--- src/rtl/ifetch.sv ---
// ifetch - instruction fetch unit with a 2-entry prefetch FIFO.
//
// Issues one read at a time to instruction memory. Each returned word is
// queued together with its word address. The consumer reads the head entry
// and pops it with ir_cmd. A redirect (pc_cmd) flushes the queue and
// restarts fetching at pc_datain.
//
// Ports
//   clock        in   rising-edge clock
//   reset_       in   synchronous active-low reset
//   mem_req      out  memory read request (held until mem_ack)
//   mem_addr     out  [11:0] word address of the request
//   mem_ack      in   read data valid / request accepted this cycle
//   mem_rdata    in   [31:0] read data, valid with mem_ack
//   pc_cmd       in   redirect the fetch stream
//   pc_datain    in   [11:0] redirect target
//   ir_cmd       in   consumer takes the head instruction
//   inst_valid   out  head instruction available
//   op, cc       out  [3:0] head[31:28], head[27:24]
//   s_a, de_a    out  [11:0] head[23:12], head[11:0]
//   inst_pc      out  [11:0] address of the head instruction
//   pc_dataout   out  [11:0] next fetch address
//   perf_fetch   out  [15:0] saturating count of pushes       (IFETCH_PERF_EN)
//   perf_drop    out  [15:0] saturating count of dropped acks (IFETCH_PERF_EN)
//
// Build option
//   IFETCH_PERF_EN  when defined, adds the perf_fetch/perf_drop counters.
//
// state | meaning
// ------+-----------------------------------------------------------------
// IDLE  | no request outstanding; waiting for FIFO space
// REQ   | request outstanding; its data will be queued
// DROP  | request outstanding after a redirect; its data will be discarded

module ifetch (
  input  logic        clock,
  input  logic        reset_,
  output logic        mem_req,
  output logic [11:0] mem_addr,
  input  logic        mem_ack,
  input  logic [31:0] mem_rdata,
  input  logic        pc_cmd,
  input  logic [11:0] pc_datain,
  input  logic        ir_cmd,
  output logic        inst_valid,
  output logic [3:0]  op,
  output logic [3:0]  cc,
  output logic [11:0] s_a,
  output logic [11:0] de_a,
  output logic [11:0] inst_pc,
`ifdef IFETCH_PERF_EN
  output logic [15:0] perf_fetch,
  output logic [15:0] perf_drop,
`endif
  output logic [11:0] pc_dataout
);

  typedef enum logic [1:0] {
    S_IDLE = 2'd0,
    S_REQ  = 2'd1,
    S_DROP = 2'd2
  } state_t;

  state_t      state;
  logic [1:0]  count;
  logic [31:0] head_data;
  logic [11:0] head_addr;
  logic [31:0] tail_data;
  logic [11:0] tail_addr;

  logic        pop;
  logic        push;
  logic        drop_ack;
  logic [1:0]  count_after;
  logic [11:0] pc_next;

  // A redirect kills both the consumer's pop and the returning data.
  assign pop      = ir_cmd & inst_valid & ~pc_cmd;
  assign push     = (state == S_REQ) & mem_ack & ~pc_cmd;
  assign drop_ack = mem_ack & ((state == S_DROP) | ((state == S_REQ) & pc_cmd));
  assign pc_next  = pc_dataout + 12'd1;

  always_comb begin
    count_after = count;
    if (push && !pop)
      count_after = count + 2'd1;
    else if (pop && !push)
      count_after = count - 2'd1;
  end

  // Head fields are slices of the head register, never of mem_rdata.
  assign op      = head_data[31:28];
  assign cc      = head_data[27:24];
  assign s_a     = head_data[23:12];
  assign de_a    = head_data[11:0];
  assign inst_pc = head_addr;

  always_ff @(posedge clock) begin
    if (!reset_) begin
      state      <= S_IDLE;
      count      <= 2'd0;
      inst_valid <= 1'b0;
      head_data  <= 32'd0;
      head_addr  <= 12'd0;
      tail_data  <= 32'd0;
      tail_addr  <= 12'd0;
      mem_req    <= 1'b0;
      mem_addr   <= 12'd0;
      pc_dataout <= 12'd0;
    end else begin
      // FIFO storage
      if (pc_cmd) begin
        count      <= 2'd0;
        inst_valid <= 1'b0;
      end else begin
        if (push) begin
          if (pop) begin
            if (count == 2'd2) begin
              head_data <= tail_data;
              head_addr <= tail_addr;
              tail_data <= mem_rdata;
              tail_addr <= mem_addr;
            end else begin
              head_data <= mem_rdata;
              head_addr <= mem_addr;
            end
          end else if (count == 2'd0) begin
            head_data <= mem_rdata;
            head_addr <= mem_addr;
          end else begin
            tail_data <= mem_rdata;
            tail_addr <= mem_addr;
          end
        end else if (pop) begin
          head_data <= tail_data;
          head_addr <= tail_addr;
        end
        count      <= count_after;
        inst_valid <= (count_after != 2'd0);
      end

      // Request sequencing
      case (state)
        S_IDLE: begin
          if (pc_cmd) begin
            // The queue is flushed, so the target can be requested at once.
            state      <= S_REQ;
            mem_req    <= 1'b1;
            mem_addr   <= pc_datain;
            pc_dataout <= pc_datain;
          end else if (count < 2'd2) begin
            state    <= S_REQ;
            mem_req  <= 1'b1;
            mem_addr <= pc_dataout;
          end
        end

        S_REQ: begin
          if (pc_cmd) begin
            pc_dataout <= pc_datain;
            if (mem_ack) begin
              // Bus is free this cycle: discard the word, start the target.
              mem_addr <= pc_datain;
            end else begin
              // Request must stay stable until the memory answers.
              state <= S_DROP;
            end
          end else if (mem_ack) begin
            pc_dataout <= pc_next;
            if (count_after < 2'd2) begin
              mem_addr <= pc_next;
            end else begin
              state   <= S_IDLE;
              mem_req <= 1'b0;
            end
          end
        end

        S_DROP: begin
          if (pc_cmd)
            pc_dataout <= pc_datain;
          if (mem_ack) begin
            state    <= S_REQ;
            mem_addr <= pc_cmd ? pc_datain : pc_dataout;
          end
        end

        default: begin
          state   <= S_IDLE;
          mem_req <= 1'b0;
        end
      endcase
    end
  end

`ifdef IFETCH_PERF_EN
  always_ff @(posedge clock) begin
    if (!reset_) begin
      perf_fetch <= 16'd0;
      perf_drop  <= 16'd0;
    end else begin
      if (push && perf_fetch != 16'hFFFF)
        perf_fetch <= perf_fetch + 16'd1;
      if (drop_ack && perf_drop != 16'hFFFF)
        perf_drop <= perf_drop + 16'd1;
    end
  end
`else
  // Without the counters the drop indication has no consumer.
  logic unused_drop;
  assign unused_drop = drop_ack;
`endif

endmodule

--- config.mk ---
export PLATFORM = sky130hd
export DESIGN_NAME = ifetch
export DESIGN_NICKNAME = d
export VERILOG_FILES = /design/src/rtl/ifetch.sv
export SDC_FILE = /design/constraint.sdc
export NUM_CORES = 1
export LEC_CHECK = 0
export ABC_AREA = 0
export CAP_MARGIN = 20
export CORE_MARGIN = 8
export CORE_UTILIZATION = 36
export DETAILED_ROUTE_END_ITERATION = 16
export GPL_TIMING_DRIVEN = 0
export PLACE_DENSITY = 0.62
export SETUP_SLACK_MARGIN = 0.5
export SKIP_CTS_REPAIR_TIMING = 1
export SYNTH_ARGS = -nofsm -noshare
export SYNTH_HDL_FRONTEND = slang
export SYNTH_SLANG_ARGS = --single-unit
--- constraint.sdc ---
create_clock -name clock -period 2.34 [get_ports clock]
set_input_delay 0.468 -clock clock [delete_from_list [all_inputs] [get_ports clock]]
set_output_delay 0.468 -clock clock [all_outputs]
set_load 0.02 [all_outputs]
==> results of run 1 <==
## layer usage
layer	wire length, um	vias to the layer above
met5	0	-
met2	8028	188
met3	1330	27
met4	314	0
met1	7574	2493
li1	-	2710
## state kept, by name (all words and copies together), names as in the netlist
register / cells
inst_pc: 12
inst_valid: 1
mem_addr: 12
mem_req: 1
state: 2
count: 2
head_data: 32
tail_addr: 12
pc_dataout: 12
tail_data: 32
## power by group
| group | leakage, nW | total [mW] | internal, mW | switching [mW] |
|---|---|---|---|---|
| clock network | 0.327 | 2.90 | 1.99 | 0.907 |
| logic | 2.46 | 0.896 | 0.395 | 0.501 |
| registers | 0.964 | 2.20 | 2.11 | 0.0884 |
| total | 3.75 | 6.00 | 4.50 | 1.50 |
## logic make-up (layout without fill, tap and decap cells)
family | count (synthesis) | after routing | synth area share
fa+ha+maj | 3 | 3 | 0.007212
simple gates | 276 | 276 | 0.2183
compound gates | 216 | 216 | 0.2447
buf+inv | 68 | 230 | 0.05385
flops | 118 | 118 | 0.4538
xor+xnor | 12 | 12 | 0.02019
mux | 1 | 1 | 0.001923
## tightest hold or removal path, cell delays in order, from the launching register on
cell and delay (ns):
dfxtp_1 0.30, nand2_1 0.05, a21oi_1 0.05
## cells in the final DEF, fill, tap and decap left out, types with 7 or more instances in the layout
| cell | count |
|---|---|
| a21oi_1 | 63 |
| o21ai_0 | 59 |
| clkbuf_16 | 17 |
| nor3_1 | 7 |
| clkbuf_1 | 20 |
| nor2_1 | 22 |
| xor2_1 | 7 |
| nand3_1 | 10 |
| a31oi_1 | 45 |
| o31ai_1 | 7 |
| clkbuf_2 | 13 |
| dlymetal6s2s_1 | 67 |
| clkdlybuf4s50_1 | 50 |
| inv_1 | 9 |
| dfxtp_1 | 111 |
| buf_4 | 21 |
| nand2_1 | 207 |
## worst max-delay path by stage
stage	startpoint	slack [ns]	to	depth (start not counted)
CTS	count[1]$_SDFF_PP0_	-0.05	mem_addr[4]$_SDFFE_PN0P_	7
global placement	mem_ack	-0.31	mem_addr[4]$_SDFFE_PN0P_	8
floorplan	pc_dataout[0]$_SDFFE_PN0P_	0.50	mem_addr[10]$_SDFFE_PN0P_	6
detailed placement	mem_ack	-0.41	mem_addr[4]$_SDFFE_PN0P_	8
global route	pc_dataout[0]$_SDFFE_PN0P_	0.34	mem_addr[10]$_SDFFE_PN0P_	6
finish	pc_dataout[0]$_SDFFE_PN0P_	0.49	mem_addr[10]$_SDFFE_PN0P_	6
## metrics by stage
stage | setup slack (ns) | utilization | power [mW]
floorplan | 0.5040 | - | 2.667
global placement | -0.3121 | 0.4617 | 3.083
finish | 0.4872 | 0.5399 | 6.001
global route | 0.3397 | 0.5399 | 6.211
CTS | -0.04796 | 0.5077 | 5.981
detailed placement | -0.4137 | 0.4617 | 3.088
## layout make-up
class                   count  area (sq um)
fillers                  1367          6585
multi-input cells         508          2644
flip-flops and latches    118          2376
repair buffers            130          1449
clock buffers              23         488.0
plain buffers              56         326.6
well taps                 184         230.2
clock inverters             9         170.2
inverters                  12         45.04
==> results.cfg, run 1 <==
[global_route]
gr-total-overflow = 0
grt.total_usage = 0.1826
met2_usage = 0.2948
grt_pass1_wl_mm = 26.59
antenna_found_initial = 0
grt_busiest_layer = met2
grt_use_met3 = 0.05802
grt_util_met1 = 0.2197
grt_pass1_vias = 5088
grt_start_max_net_pins = 17

[placement]
port-buffer-count = 117
postPlaceCellArea_sq_mm = 0.006609
dp_hpwl_mm = 12.48
place.gp.congestion = 0.8954
place_inst = 995

[clocking]
htreeDepth = 4
path_clk_slew_ns = 0.06
cts.sinks = 118
cts_max_path_buffers = 2
clk_root_buffer_cell = clkbuf_16
numCtsBuffers = 17
cts_tree = done
clock_latency_ns = 0.42

[worst_setup_path]
worstPathRequired_ns = 2.66
slowest_stage = dfxtp_4
crit_arrival_ns = 2.18
timing.rr.end = mem_addr[10]$_SDFFE_PN0P_
crit_fanout = 9
path_buf_inv = 0
r2r_slack_ns = 0.49
critPathLaunchType = register
slowest_delay_ns = 0.39
crit_path_cell_trace = ha_2 > nand4_2 > nor4_2 > xor2_1 > nor2_1 > o31ai_1
end_kind = register
crit_family = simple AND/OR/NAND/NOR gates
reg2reg_from = pc_dataout[0]$_SDFFE_PN0P_
crit_type = register to register
worst_r2r_path_depth = 6

[yosys]
yosysUniqueCellTypes = 49
synth.top_cells.by_count = 209 x nand2_1, 118 x dfxtp_1, 64 x a21oi_1
yosys.cell_count.top_type = nand2_1
avgSynthCellArea_sq_um = 7.500
syn_nets = 746
synth_edf_count = 0
yosys_most_used_dff = dfxtp_1
synth_area_sq_mm = 0.005205
yosysTopAreaCell = dfxtp_1
synthArstFlopShare = 0
syn_inst = 694
synth-seq-cells = 118
synth.area.top_cells = dfxtp_1 45%, nand2_1 15%, a21oi_1 6.2%
synth_top_area_share = 0.4538
ys_seq_area_frac = 0.4538
synth_warnings = 0

[run_status]
status = finished, final reports clean

[floorplanning]
fp.coreArea_sq_mm = 0.01431
io_pins = 119
dieArea_sq_mm = 0.01856
die_h_um = 136.2
die_w_um = 136.2
start_util = 0.3636
rows = 44

[power]
powerDensity_mw_per_mm2 = 776.5
leakage_nw = 3.752
ir_worst_vdd_mv = 0.4878

[final_layout]
nets = 895
drive_gt1_frac = 0.1273
stdcell_count = 1040
area_delta_synth_final_pct = 48.49
antenna_cells = 0
fin_area_sq_mm = 0.007729

[timing]
finalClockSkew_ns = 0.006262
max_slew.worst_pin.slew_ns = 0.8102
setup_viol = 0
drv_slew = 0
hold_violations = 0
min_period_over_period = 0.7918
rsz0062_at_grt = true
post-route-min-period_ns = 1.853
fin_tns_setup_ns = 0
holdWs_ns = 0.4529
max_freq_mhz = 539.7
timing.slew.headroom = 0.4598

[flow_run]
max_cap_violations = 0

[hold_path]
min_to = tail_data[1]$_SDFFE_PN0P_
worstHoldStart = tail_data[1]$_SDFFE_PN0P_
hold_path.class = register to register
min_path_cells = 2

[detailed_routing]
first_pass_iters = 5
num_vias = 5418
drc_errors = 0
wl_mm = 17.25
drt_iter0_drc = 306
post_drt_wl_per_cell_um = 16.58
vias_per_cell = 5.210
ant_nets = 0
No activity file was read; power rests on OpenSTA's default activity.
==> run 2: changes to the inputs <==
==> constraint.sdc (replaced) <==
create_clock -name clock -period 1.8 [get_ports clock]
set_input_delay 0.36 -clock clock [delete_from_list [all_inputs] [get_ports clock]]
set_output_delay 0.36 -clock clock [all_outputs]
set_load 0.02 [all_outputs]
==> run 2 against run 1 <==
Effect of this change:
- largest cell class unchanged
- the flow now finishes with violations (setup timing)
- wire length rose by 22%
- critical endpoint is now mem_addr[11]$_SDFFE_PN0P_
- final area rose by 23%
- worst setup slack got worse by 0.54 ns
==> results.cfg, run 2 (same netlist as run 1, synthesis figures left out) <==
[placement]
place.gp.congestion = 0.8537
port-buffer-count = 117
dp_hpwl_mm = 12.58
postPlaceCellArea_sq_mm = 0.006740

[worst_setup_path]
worstPathRequired_ns = 2.11
reg2reg_from = pc_dataout[3]$_SDFFE_PN0P_
crit_fanout = 5
critPathLaunchType = register
r2r_slack_ns = -0.05
crit_type = register to register
crit_arrival_ns = 2.16
end_kind = register
worst_r2r_path_depth = 6
timing.rr.end = mem_addr[11]$_SDFFE_PN0P_

[global_route]
grt_pass1_vias = 5144
gr-total-overflow = 0
antenna_found_initial = 0
grt_start_max_net_pins = 17
grt_pass1_wl_mm = 26.99
grt.total_usage = 0.1829

[run_status]
violations = setup timing
status = complete, but fails checks

[detailed_routing]
post_drt_wl_per_cell_um = 19.07
ant_nets = 0
wl_mm = 21.07
drc_errors = 0
drt_iter0_drc = 300
num_vias = 6033
vias_per_cell = 5.460
first_pass_iters = 5

[timing]
min_period_over_period = 1.027
rsz0062_at_grt = true
fin_tns_setup_ns = -0.04787
finalClockSkew_ns = 0.007827
drv_slew = 0
hold_violations = 0
max_slew.worst_pin.slew_ns = 0.7396
max_freq_mhz = 541.2
layout_setup_ws_ns = -0.04787
post-route-min-period_ns = 1.848
setup_viol = 1
timing.slew.headroom = 0.5070

[floorplanning]
dieArea_sq_mm = 0.01856
io_pins = 119
die_w_um = 136.2
fp.coreArea_sq_mm = 0.01431
die_h_um = 136.2
rows = 44
start_util = 0.3636

[clocking]
cts_tree = done
numCtsBuffers = 17
path_clk_slew_ns = 0.06
htreeDepth = 4
cts_max_path_buffers = 2
clk_root_buffer_cell = clkbuf_16
clock_latency_ns = 0.42
cts.sinks = 118

[power]
ir_worst_vdd_mv = 0.6631
powerDensity_mw_per_mm2 = 848.1
leakage_nw = 3.845

[final_layout]
fin_area_sq_mm = 0.009470
antenna_cells = 0
largestRegisters = head_data: 32 flops, tail_data: 32 flops
final_common_cell = nand2_1
area_delta_synth_final_pct = 81.95
drive_gt1_frac = 0.5081
layout_common_cells = 153 x nand2_1, 90 x buf_4, 69 x dfxtp_1
nets = 960
fin_util = 0.6616

[flow_run]
max_cap_violations = 0

[hold_path]
min_path_cells = 3
worstHoldStart = mem_ack
hold_path.class = primary input to register
min_to = state[1]$_SDFFE_PN0P_
[run 2: final cells by class]
cell class | instances | area, sq um
clock inverter | 7 | 87.58
fill | 1105 | 4843
tap | 184 | 230.2
clock buffer | 25 | 536.8
sequential | 118 | 2484
inverter | 12 | 47.55
buffer | 56 | 568.0
multi-input combinational | 509 | 3580
timing repair buffer | 194 | 1937
[run 2: worst max path at each step]
stage,startpoint,endpoint
6_report,pc_dataout[3]$_SDFFE_PN0P_,mem_addr[11]$_SDFFE_PN0P_
5_1_grt,pc_dataout[3]$_SDFFE_PN0P_,mem_addr[11]$_SDFFE_PN0P_
4_1_cts,state[0]$_SDFFE_PN0P_,head_data[23]$_SDFFE_PN0P_
3_5_place_dp,reset_,head_data[30]$_SDFFE_PN0P_
2_1_floorplan,pc_dataout[3]$_SDFFE_PN0P_,mem_addr[11]$_SDFFE_PN0P_
3_3_place_gp,reset_,head_data[30]$_SDFFE_PN0P_
[run 2: metrics by stage]
stage | hold WS, ns | setup WS [ns] | instances | power (mW)
3_5_place_dp | 0.4469 | -0.6512 | 995 | 4.051
3_3_place_gp | 0.4424 | -0.6310 | 995 | 4.047
5_1_grt | 0.3796 | -0.09244 | 1105 | 8.286
6_report | 0.3473 | -0.04787 | 1105 | 8.032
2_1_floorplan | 0.4251 | 0.05108 | 694 | 3.505
4_1_cts | 0.3624 | -0.2452 | 1027 | 7.568
[run 2: worst max-delay path: stages (launching register included)]
cell and delay, ns:
dfxtp_4 0.35, buf_8 0.11, nand4_1 0.19, or4_4 0.50, o311ai_2 0.27, and3_1 0.24
a21oi_1 0.08
[run 2: report_power, final]
part	internal, mW	switching [mW]
Sequential	2.76	0.146
Clock	2.33	1.20
Combinational	0.745	0.855
[run 2: per-layer routing]
metal	vias to the layer above	track usage	wire (um)
met5	-	0	0
met3	45	0.04804	1310
li1	2847	-	-
met2	244	0.3041	10750
met1	2897	0.2234	8489
met4	0	0.06467	522
